==> config.mk <==
export PLATFORM = sky130hd
export DESIGN_NAME = seq_control_unit_flat
export DESIGN_NICKNAME = d
export VERILOG_FILES = /design/src/rtl/seq_control_unit_if.sv /design/src/rtl/seq_control_unit.sv /design/src/flat_wrapper.sv
export SDC_FILE = /design/constraint.sdc
export NUM_CORES = 1
export LEC_CHECK = 0
export ABC_AREA = 1
export BUFFER_PORTS_ARGS = -buffer_cell sky130_fd_sc_hd__clkbuf_2
export CAP_MARGIN = 20
export CORE_MARGIN = 2
export CORE_UTILIZATION = 39
export CTS_CLUSTER_SIZE = 25
export DETAILED_ROUTE_END_ITERATION = 8
export PLACE_DENSITY = 0.8
export SLEW_MARGIN = 20
export SYNTH_ARGS = -nofsm -noshare
export SYNTH_HDL_FRONTEND = slang
export SYNTH_SLANG_ARGS = --single-unit
==> constraint.sdc <==
create_clock -name clk -period 1.21 [get_ports clk]
set_input_delay 0.121 -clock clk [delete_from_list [all_inputs] [get_ports clk]]
set_output_delay 0.121 -clock clk [all_outputs]
set_load 0.03 [all_outputs]
==> src/rtl/seq_control_unit_if.sv <==
// Controller <-> datapath/memory bundle; master = control unit, slave = datapath and memory side.
interface seq_control_unit_if #(
  parameter int DATA_W = 8
);
  logic [1:0]          flags;
  logic [7:0]          ctrl_flags;
  logic [1:0]          cond_sel;
  logic [DATA_W-1:0]   reg_o1;
  logic [DATA_W-1:0]   reg_o2;
  logic [DATA_W-1:0]   alu_out;
  logic [2*DATA_W-1:0] mem_out;
  logic                mem_ready;
  logic                mem_req;
  logic [DATA_W-1:0]   mem_addr;
  logic [2*DATA_W-1:0] mem_in;
  logic                mem_we;
  logic [2*DATA_W-1:0] inst;
  logic [DATA_W-1:0]   reg_in;
  logic [DATA_W-1:0]   alu_b;
  logic                reg_we;
  logic [DATA_W-1:0]   pc;

  modport master (
    input  flags, ctrl_flags, cond_sel, reg_o1, reg_o2, alu_out, mem_out, mem_ready,
    output mem_req, mem_addr, mem_in, mem_we, inst, reg_in, alu_b, reg_we, pc
  );

  modport slave (
    output flags, ctrl_flags, cond_sel, reg_o1, reg_o2, alu_out, mem_out, mem_ready,
    input  mem_req, mem_addr, mem_in, mem_we, inst, reg_in, alu_b, reg_we, pc
  );
endinterface

==> src/rtl/seq_control_unit.sv <==
// Fetch/execute controller: 2 cycles per instruction, memory ops stall on mem_ready low.
// Optional HALT state enabled by macro SEQ_CU_HALT_EN (adds halt/halted ports).
module seq_control_unit #(
  parameter int DATA_W     = 8,
  parameter int IMM_SEXT_W = 4
) (
  input  logic clk,
  input  logic rst,
`ifdef SEQ_CU_HALT_EN
  input  logic halt,
  output logic halted,
`endif
  seq_control_unit_if.master bus
);

  typedef enum logic [1:0] {
    ST_FETCH = 2'd0,
    ST_EXEC  = 2'd1
`ifdef SEQ_CU_HALT_EN
    , ST_HALT = 2'd2
`endif
  } state_t;

  localparam logic [DATA_W-2:0] PC_ONE = 1;

  state_t              r_state;
  logic [DATA_W-2:0]   r_pc;
  logic [2*DATA_W-1:0] r_inst;

  logic              w_cond, w_adi, w_ipc, w_wpc, w_spc, w_we, w_re, w_ldi;
  logic              w_mem_op, w_commit, w_sel, w_taken;
  logic [DATA_W-1:0] w_imm, w_pc_byte;
  logic              w_unused;

  assign {w_cond, w_adi, w_ipc, w_wpc, w_spc, w_we, w_re, w_ldi} = bus.ctrl_flags;
  assign w_mem_op  = w_we | w_re;
  assign w_imm     = r_inst[DATA_W-1:0];
  assign w_pc_byte = {r_pc, 1'b0};
  assign w_unused  = bus.alu_out[0];

  always_comb begin
    w_sel = 1'b0;
    case (bus.cond_sel)
      2'd0:    w_sel = bus.flags[0];
      2'd1:    w_sel = ~bus.flags[0];
      2'd2:    w_sel = bus.flags[1];
      default: w_sel = ~bus.flags[1];
    endcase
  end
  assign w_taken = ~w_cond | w_sel;

  // Commit: first EXEC cycle for register ops, the mem_ready cycle for memory ops.
  assign w_commit = ~rst && (r_state == ST_EXEC) && (~w_mem_op || bus.mem_ready);

  assign bus.mem_req  = ~rst && ((r_state == ST_FETCH) || ((r_state == ST_EXEC) && w_mem_op));
  assign bus.mem_addr = (r_state == ST_EXEC) ? bus.reg_o1 : w_pc_byte;
  assign bus.mem_we   = w_commit & w_we;
  assign bus.reg_we   = w_commit & ~w_we;
  assign bus.inst     = r_inst;
  assign bus.pc       = w_pc_byte;
  assign bus.alu_b    = w_adi ? {{(DATA_W-IMM_SEXT_W){r_inst[IMM_SEXT_W-1]}}, r_inst[IMM_SEXT_W-1:0]}
                              : bus.reg_o2;

  always_comb begin
    bus.reg_in = bus.alu_out;
    if (w_spc)
      bus.reg_in = w_pc_byte;
    else if (w_ldi)
      bus.reg_in = w_imm;
    else if (w_re)
      bus.reg_in = bus.mem_addr[0] ? bus.mem_out[2*DATA_W-1:DATA_W] : bus.mem_out[DATA_W-1:0];
  end

  // Byte store is a read-merge: the untouched byte comes back from the addressed word.
  always_comb begin
    if (bus.mem_addr[0])
      bus.mem_in = {bus.reg_o2, bus.mem_out[DATA_W-1:0]};
    else
      bus.mem_in = {bus.mem_out[2*DATA_W-1:DATA_W], bus.reg_o2};
  end

`ifdef SEQ_CU_HALT_EN
  assign halted = (r_state == ST_HALT);
`endif

  always_ff @(posedge clk) begin
    if (rst) begin
      r_state <= ST_FETCH;
      r_pc    <= '0;
      r_inst  <= '0;
    end else begin
      case (r_state)
        ST_FETCH: begin
          if (bus.mem_ready) begin
            r_inst  <= bus.mem_out;
            r_pc    <= r_pc + PC_ONE;
            r_state <= ST_EXEC;
          end
        end
        ST_EXEC: begin
          if (w_commit) begin
            if (w_taken && w_wpc)
              r_pc <= bus.alu_out[DATA_W-1:1];
            else if (w_taken && w_ipc)
              r_pc <= w_imm[DATA_W-1:1];
`ifdef SEQ_CU_HALT_EN
            r_state <= halt ? ST_HALT : ST_FETCH;
`else
            r_state <= ST_FETCH;
`endif
          end
        end
        default: begin
`ifdef SEQ_CU_HALT_EN
          r_state <= ST_HALT;
`else
          r_state <= ST_FETCH;
`endif
        end
      endcase
    end
  end

endmodule
==> src/flat_wrapper.sv <==
// flat-port wrapper written by rule: the top's interface ports become plain ports
module seq_control_unit_flat 
#(
  parameter int DATA_W     = 8,
  parameter int IMM_SEXT_W = 4
)
  (clk, rst, bus_flags, bus_ctrl_flags, bus_cond_sel, bus_reg_o1, bus_reg_o2, bus_alu_out, bus_mem_out, bus_mem_ready, bus_mem_req, bus_mem_addr, bus_mem_in, bus_mem_we, bus_inst, bus_reg_in, bus_alu_b, bus_reg_we, bus_pc);
  seq_control_unit_if #(.DATA_W(DATA_W)) bus_i ();
  input  logic clk;
  input  logic rst;
  input wire logic [$bits(bus_i.flags)-1:0] bus_flags;
  input wire logic [$bits(bus_i.ctrl_flags)-1:0] bus_ctrl_flags;
  input wire logic [$bits(bus_i.cond_sel)-1:0] bus_cond_sel;
  input wire logic [$bits(bus_i.reg_o1)-1:0] bus_reg_o1;
  input wire logic [$bits(bus_i.reg_o2)-1:0] bus_reg_o2;
  input wire logic [$bits(bus_i.alu_out)-1:0] bus_alu_out;
  input wire logic [$bits(bus_i.mem_out)-1:0] bus_mem_out;
  input wire logic [$bits(bus_i.mem_ready)-1:0] bus_mem_ready;
  output wire logic [$bits(bus_i.mem_req)-1:0] bus_mem_req;
  output wire logic [$bits(bus_i.mem_addr)-1:0] bus_mem_addr;
  output wire logic [$bits(bus_i.mem_in)-1:0] bus_mem_in;
  output wire logic [$bits(bus_i.mem_we)-1:0] bus_mem_we;
  output wire logic [$bits(bus_i.inst)-1:0] bus_inst;
  output wire logic [$bits(bus_i.reg_in)-1:0] bus_reg_in;
  output wire logic [$bits(bus_i.alu_b)-1:0] bus_alu_b;
  output wire logic [$bits(bus_i.reg_we)-1:0] bus_reg_we;
  output wire logic [$bits(bus_i.pc)-1:0] bus_pc;
  assign bus_i.flags = bus_flags;
  assign bus_i.ctrl_flags = bus_ctrl_flags;
  assign bus_i.cond_sel = bus_cond_sel;
  assign bus_i.reg_o1 = bus_reg_o1;
  assign bus_i.reg_o2 = bus_reg_o2;
  assign bus_i.alu_out = bus_alu_out;
  assign bus_i.mem_out = bus_mem_out;
  assign bus_i.mem_ready = bus_mem_ready;
  assign bus_mem_req = bus_i.mem_req;
  assign bus_mem_addr = bus_i.mem_addr;
  assign bus_mem_in = bus_i.mem_in;
  assign bus_mem_we = bus_i.mem_we;
  assign bus_inst = bus_i.inst;
  assign bus_reg_in = bus_i.reg_in;
  assign bus_alu_b = bus_i.alu_b;
  assign bus_reg_we = bus_i.reg_we;
  assign bus_pc = bus_i.pc;
  seq_control_unit #(.DATA_W(DATA_W), .IMM_SEXT_W(IMM_SEXT_W)) u_core (.clk(clk), .rst(rst), .bus(bus_i));
endmodule
==> results by group, run 1 <==
Setup path
  – Cell Chain, Critical Path: nand2_8 > buf_6 > buf_4 > o21ai_2 > a211oi_4 > clkbuf_8
  – Startpoint Class: register
  – Worst EP arrival: 1.48 ns
  – Critical Path Max Stage Delay: roughly 0.38 ns
  – Crit. End Element: output port
  – Bufs and invs on worst path: 3
  – WS Path Type: register to output port
  – Reg2Reg Launch Point: u_core.r_state[0]$_SDFFE_PP0P_
  – Worst path slowest cell: dfxtp_4
  – CP Max Fanout: 6
  – CP Data Required Time: 1.09 ns
  – Worst setup startpoint: u_core.r_state[0]$_SDFFE_PP0P_
  – R2R setup slack: -0.26 ns
  – Top Family by Delay on Critical Path: buffers and inverters

Synth
  – Post-Syn Area: 1950 sq um
  – Flops & latches, synth: 24
  – Mean post-synth cell area: 5.90 sq um
  – Syn. warnings: 0
  – Sequential cell area fraction in the yosys report: 24.7%
  – Post-synth top flop: dfxtp_1
  – Syn nets: 386
  – Post-synth ARST share: 0%
  – Cells after Synth: 330
  – Cell variety after synth: 30
  – Post-synth EDFFs: 0

Timing
  – Fin. max-slew vios: 0
  – Final TNS setup: -13.99 ns
  – Final setup fails: just under 60
  – Post-route clock skew: roughly 0.0060 ns
  – Period utilisation layout: 133%
  – Final worst path period need: 1.60 ns
  – Fmax: 0.623 GHz
  – Setup WS post-layout: -0.395 ns
  – Unrepaired setup endpoints after global routing: true
  – Final hold viol count: 0

Global route
  – Grt ovf: 0
  – GRT Max-Usage Layer: met2
  – First-pass GRT wire length: 12500 um
  – Vias in the first global route: ~2.7k
  – Initial antenna violation count: 0
  – M3 GR Usage: under 10%
  – Met2 usage: 52.3%
  – Met1 Usage GRT: 34.5%
  – GR Util All Layers: 28.9%
  – Largest net degree at the start of global routing: 19

CTS
  – Clock Root Buffer: clkbuf_8
  – Num CTS Buffers: 3
  – Clk pin slew, worst setup/hold paths: 0.09 ns
  – Clock Sinks: 24
  – CTS max path bufs: 2
  – H-tree Lvls: 1
  – TritonCTS clock tree: yes
  – Insertion delay to the later sink of the worst-skew pair: 0.27 ns

Run status
  – Outcome: finished with violations
  – Failing checks: negative setup slack

Worst hold path
  – Hold path start: bus_mem_out[10]
  – Type of the worst min-delay path: input port to register

Die
  – # rows: 25
  – Die Y: 74.7 um
  – Starting density of the core: 40.9%
  – Core box area: around 4800 sq um
  – IO Count: approximately 120
  – Die Span X: 74.7 um
  – Die area: between 5000 and 6000 sq um

Cells and area
  – Layout fillers: 301
  – Synth-to-Final Area Change: 97.0%
  – Layout Cells excl Fill: about 550
  – Diodes inserted: 0
  – Final net count: between 500 and 600
  – Cell area after layout: roughly 3800 sq um
  – Share of layout cells above drive strength 1: 57.4%
  – Fin util: 80.7%

Drt
  – DRC: 0
  – Routed wire length: 8560 um
  – 1st-iter DRT viols: 225
  – WL per Instance: 15.6 um
  – Via count: 2974
  – Vias per inst: 5.43
  – Final ANT Viol Nets: 0
  – TritonRoute pass-1 iters: 5

Place
  – Routability cong.: 0.867
  – Port Buffers: 120
  – Pre-CTS WS: -0.147 ns
  – Post-place instance area: approximately 3000 sq um
  – Placed Instances: around 530
  – HPWL Detailed: 5590 um

Power and ir drop
  – IR drop worst, VDD: about 670 uV
  – LEAKAGE: 0.00190 uW
  – Pwr Density: 940 nW/um^2

Run
  – Max-cap viol count: 0
-- worst register-to-register path, delay by kind of cell (launching register included) --
family / cells / cell delay, ns
AOI/OAI and AO/OA: 1 / 0.09
buffers and inverters: 4 / 0.64
DFF: 1 / 0.38
and+or+nand+nor: 3 / 0.30
-- state kept, by name (all words and copies together) (netlist names) --
name / count
u_core.r_pc: 7
u_core.r_state: 1
u_core.bus.inst: 16
-- routing by layer --
layer,routed length (um),vias to the layer above
met2,4390,180
met1,3330,1388
met4,219,0
met5,0,-
met3,619,21
li1,-,1385
-- metrics by stage --
stage	power, uW	hold slack, ns
after floorplan	1970	0.183
after global placement	2450	0.394
after detailed placement	2470	0.400
after CTS	3390	0.109
after global routing	3770	0.112
final	3610	0.116
-- cell usage after synthesis (2+ instances only) --
library cell  number  area share (%)
nand2_1           68              13
o21ai_0           47              12
inv_1             40             7.7
nor2_1            34             6.6
nand3_1           31             8.0
a21oi_1           29             7.5
dfxtp_1           24              25
clkbuf_1           9             1.7
a22oi_1            7             2.7
buf_2              7             1.8
a21oi_2            6             2.7
o211ai_1           6             2.3
inv_2              3            0.58
buf_6              2             1.2
nand2_4            2             1.2
-- cells in the final DEF, fill, tap and decap left out, drive strengths merged, types with 6 or more instances in the layout --
cell type / count
buf: 69
a21oi: 35
o21ai: 49
clkbuf: 100
a22oi: 7
nand3: 32
o211ai: 6
dfxtp: 24
nor2: 36
nand2: 72
inv: 43
-- what timing repair did --
item,in CTS,in global routing
cloned,2,3
pin swaps,17,13
gates resized for setup,113,97
hold buffers,0,0
endpoints found under the setup margin,64,67
setup buffers,11,3
-- power breakdown --
group / switching (uW) / total (uW) / leakage, uW / internal, uW
sequential: 65.8 / 933 / 0.000202 / 867
clock: 290 / 649 / 0.0000339 / 360
combinational: 1190 / 2020 / 0.00167 / 834
-- final timing paths --
kind,to,cells after the start
worst max register to register,u_core.r_pc[3]$_SDFFE_PP0P_,8
worst min register to register,u_core.bus.inst[5]$_SDFFE_PP0P_,2
worst max-delay path,bus_reg_in[0],6
worst min-delay path,u_core.bus.inst[10]$_SDFFE_PP0P_,3
-- cell families after synthesis --
family / after synthesis / synth area share (%)
simple gates: 140 / 31.6
flops: 24 / 24.7
compound gates: 100 / 29.0
fa+ha+maj: 1 / 0.643
other cells: 1 / 0.193
buf+inv: 64 / 13.9
-- cell type report --
type | count | area (sq um) | share of cell area [%]
clock buffer | 4 | 66.3 | 1.73
inverter | 44 | 185 | 4.83
multi-input combinational | 243 | 1620 | 42.2
sequential | 24 | 497 | 13.0
tap | 67 | 83.8 | 2.19
timing repair buffer | 166 | 1380 | 36.1
Note: power is estimated with default switching activity, not from simulation.
==> run 2: changes to the inputs <==
--- a/config.mk
+++ b/config.mk
@@ -6,13 +6,13 @@
 export NUM_CORES = 1
 export LEC_CHECK = 0
 export ABC_AREA = 1
-export BUFFER_PORTS_ARGS = -buffer_cell sky130_fd_sc_hd__clkbuf_2
 export CAP_MARGIN = 20
 export CORE_MARGIN = 2
-export CORE_UTILIZATION = 39
+export CORE_UTILIZATION = 40
 export CTS_CLUSTER_SIZE = 25
 export DETAILED_ROUTE_END_ITERATION = 8
-export PLACE_DENSITY = 0.8
+export DONT_BUFFER_PORTS = 1
+export PLACE_DENSITY = 0.59
 export SLEW_MARGIN = 20
 export SYNTH_ARGS = -nofsm -noshare
 export SYNTH_HDL_FRONTEND = slang
==> run 2 against run 1 <==
Against the previous run: the run ends with negative hold slack, negative setup slack left; fmax is 2.1% higher; non-clock buffer count is 76 lower; clock skew is 0.0042 ns lower; worst hold slack worse by 0.12 ns; sequential share of layout area is 2.0 points higher; critical endpoint is now bus_reg_in[4]; setup slack better by 0.032 ns; routed wire length is 11% lower; critical path depth is 1 higher; core utilization is 9.9 points lower; clock power is 0.6% higher.
==> results by group, run 2 (synthesized netlist as in run 1, its figures left out) <==
Run status
  – Outcome: finished with violations
  – Failing checks: negative hold slack, negative setup slack

Cells and area
  – Max reg flops: 16
  – Layout Cells excl Fill: 472
  – Most common cell after layout, fill and taps aside: nand2_1
  – Synth-to-Final Area Change: 71.7%
  – Commonest cells after routing, fill and taps aside: nand2_1, buf_4, inv_1
  – Final net count: between 400 and 500
  – Fin util: 70.8%
  – Diodes inserted: 0
  – Cell area after layout: 3340 sq um
  – Share of layout cells above drive strength 1: 42.7%

Power and ir drop
  – Switching Fraction: 42.0%
  – Pint: 1920 uW
  – Combinational fraction of design power: about 52%
  – Sequential power share: 28.3%
  – Switching power of the nets: 1390 uW
  – Total power draw: 3320 uW
  – LEAKAGE: between 0.0015 and 0.002 uW
  – Clock Power Share: 19.7%
  – Pwr Density: a little under 1000 nW/um^2
  – IR drop worst, VDD: about 550 uV

Timing
  – Final setup fails: 41
  – Fin. max-slew vios: 0
  – Final TNS setup: -10.47 ns
  – Final worst path period need: 1.57 ns
  – Fmax: 0.636 GHz
  – Post-route clock skew: 0.00180 ns
  – Setup WS post-layout: -0.362 ns
  – Unrepaired setup endpoints after global routing: true
  – Smallest hold slack: -0.000875 ns
  – Period utilisation layout: 130%
  – Final hold viol count: 1

Drt
  – Vias per inst: approximately 5.4
  – Routed wire length: 7640 um
  – TritonRoute pass-1 iters: 4
  – Final ANT Viol Nets: 0
  – Via count: 2555
  – 1st-iter DRT viols: 110
  – WL per Instance: approximately 16 um
  – DRC: 0

Place
  – Routability cong.: 0.845
  – Post-place instance area: 2730 sq um
  – Placed Instances: 450
  – HPWL Detailed: 5230 um
  – Port Buffers: 0

Die
  – IO Count: about 120
  – Starting density of the core: between 40% and 50%
  – Die Y: 73.8 um
  – Core box area: ~4700 sq um
  – # rows: 25
  – Die Span X: 73.8 um
  – Die area: 5440 sq um

CTS
  – Clock Sinks: 24
  – H-tree Lvls: 1
  – Clock Root Buffer: clkbuf_8
  – Num CTS Buffers: 3
  – Clk pin slew, worst setup/hold paths: around 0.090 ns
  – CTS max path bufs: 2
  – TritonCTS clock tree: yes
  – Insertion delay to the later sink of the worst-skew pair: 0.27 ns

Setup path
  – Crit. End Element: output port
  – CP Max Fanout: 7
  – Startpoint Class: register
  – CP Data Required Time: 1.09 ns
  – Worst EP arrival: ~1.5 ns
  – WS Path Type: register to output port

Global route
  – Initial antenna violation count: 0
  – First-pass GRT wire length: 11400 um
  – Grt ovf: 0
  – GR Util All Layers: a little over a quarter
  – Vias in the first global route: 2392
  – Largest net degree at the start of global routing: 38

Worst hold path
  – Type of the worst min-delay path: input port to register

Run
  – Max-cap viol count: 0
[run 2: changes by cell type in the layout (fill, tap and decap cells not counted), moves of 9 or more]
cell      previous run  this run
buf_8               14         1
buf_4               36        48
nand2_2             16         7
clkbuf_8            17         3
clkbuf_2            78         0
buf_6               16        28
o21ai_0             15        25
[run 2: power by group through the flow]
| stage | clock (uW) | combinational [uW] | sequential [uW] |
|---|---|---|---|
| 6_report | 653 | 1730 | 937 |
| 5_1_grt | 693 | 1830 | 949 |
| 4_1_cts | 659 | 1640 | 933 |
| 3_5_place_dp | 0 | 1440 | 949 |
| 3_3_place_gp | 0 | 1420 | 948 |
| 2_1_floorplan | 0 | 891 | 1080 |
[run 2: metrics by stage]
stage / hold slack, ns / worst slack [ns]
6_report: -0.000875 / -0.362
5_1_grt: 0.00396 / -0.445
4_1_cts: 0.00219 / -0.353
3_5_place_dp: 0.188 / -0.184
3_3_place_gp: 0.202 / -0.102
2_1_floorplan: 0.183 / -0.157
[run 2: worst max-delay path, cell delays in order, from the launching register on]
cell	delay, ns
dfxtp_4	0.38
nand2_8	0.11
buf_12	0.13
nand2_2	0.05
nand3_2	0.07
o211ai_1	0.09
a22oi_2	0.19
buf_6	0.16
[run 2: repair_timing]
item / in CTS / in global routing
hold buffers: 7 / 0
pin swaps: 14 / 10
resized for setup: 71 / 25
hold endpoints to repair: 7 / 0
setup buffers: 6 / 3
gates cloned: 2 / 1
endpoints found under the setup margin: 63 / 56
[run 2: final timing paths]
check	startpoint	endpoint	slack, ns	depth (start not counted)
max	u_core.r_state[0]$_SDFFE_PP0P_	bus_reg_in[4]	-0.36	7
min	bus_mem_out[11]	u_core.bus.inst[11]$_SDFFE_PP0P_	-0.0009	2
max reg2reg	u_core.r_state[0]$_SDFFE_PP0P_	u_core.r_pc[6]$_SDFFE_PP0P_	-0.22	9
min reg2reg	u_core.bus.inst[5]$_SDFFE_PP0P_	u_core.bus.inst[5]$_SDFFE_PP0P_	0.50	2
[run 2: metal layers]
metal	track usage [%]	up-vias	wire length (um)
met5	0	-	0
met2	48.2	127	4030
met3	4.94	11	551
met1	32.1	1184	2940
met4	8.48	0	113
li1	-	1233	-
[run 2: cell type report]
cell class	instances	area [sq um]
well taps	67	83.8
fillers	403	1380
multi-input cells	243	1610
flip-flops and latches	24	499
repair buffers	90	893
inverters	44	191
clock buffers	4	66.3
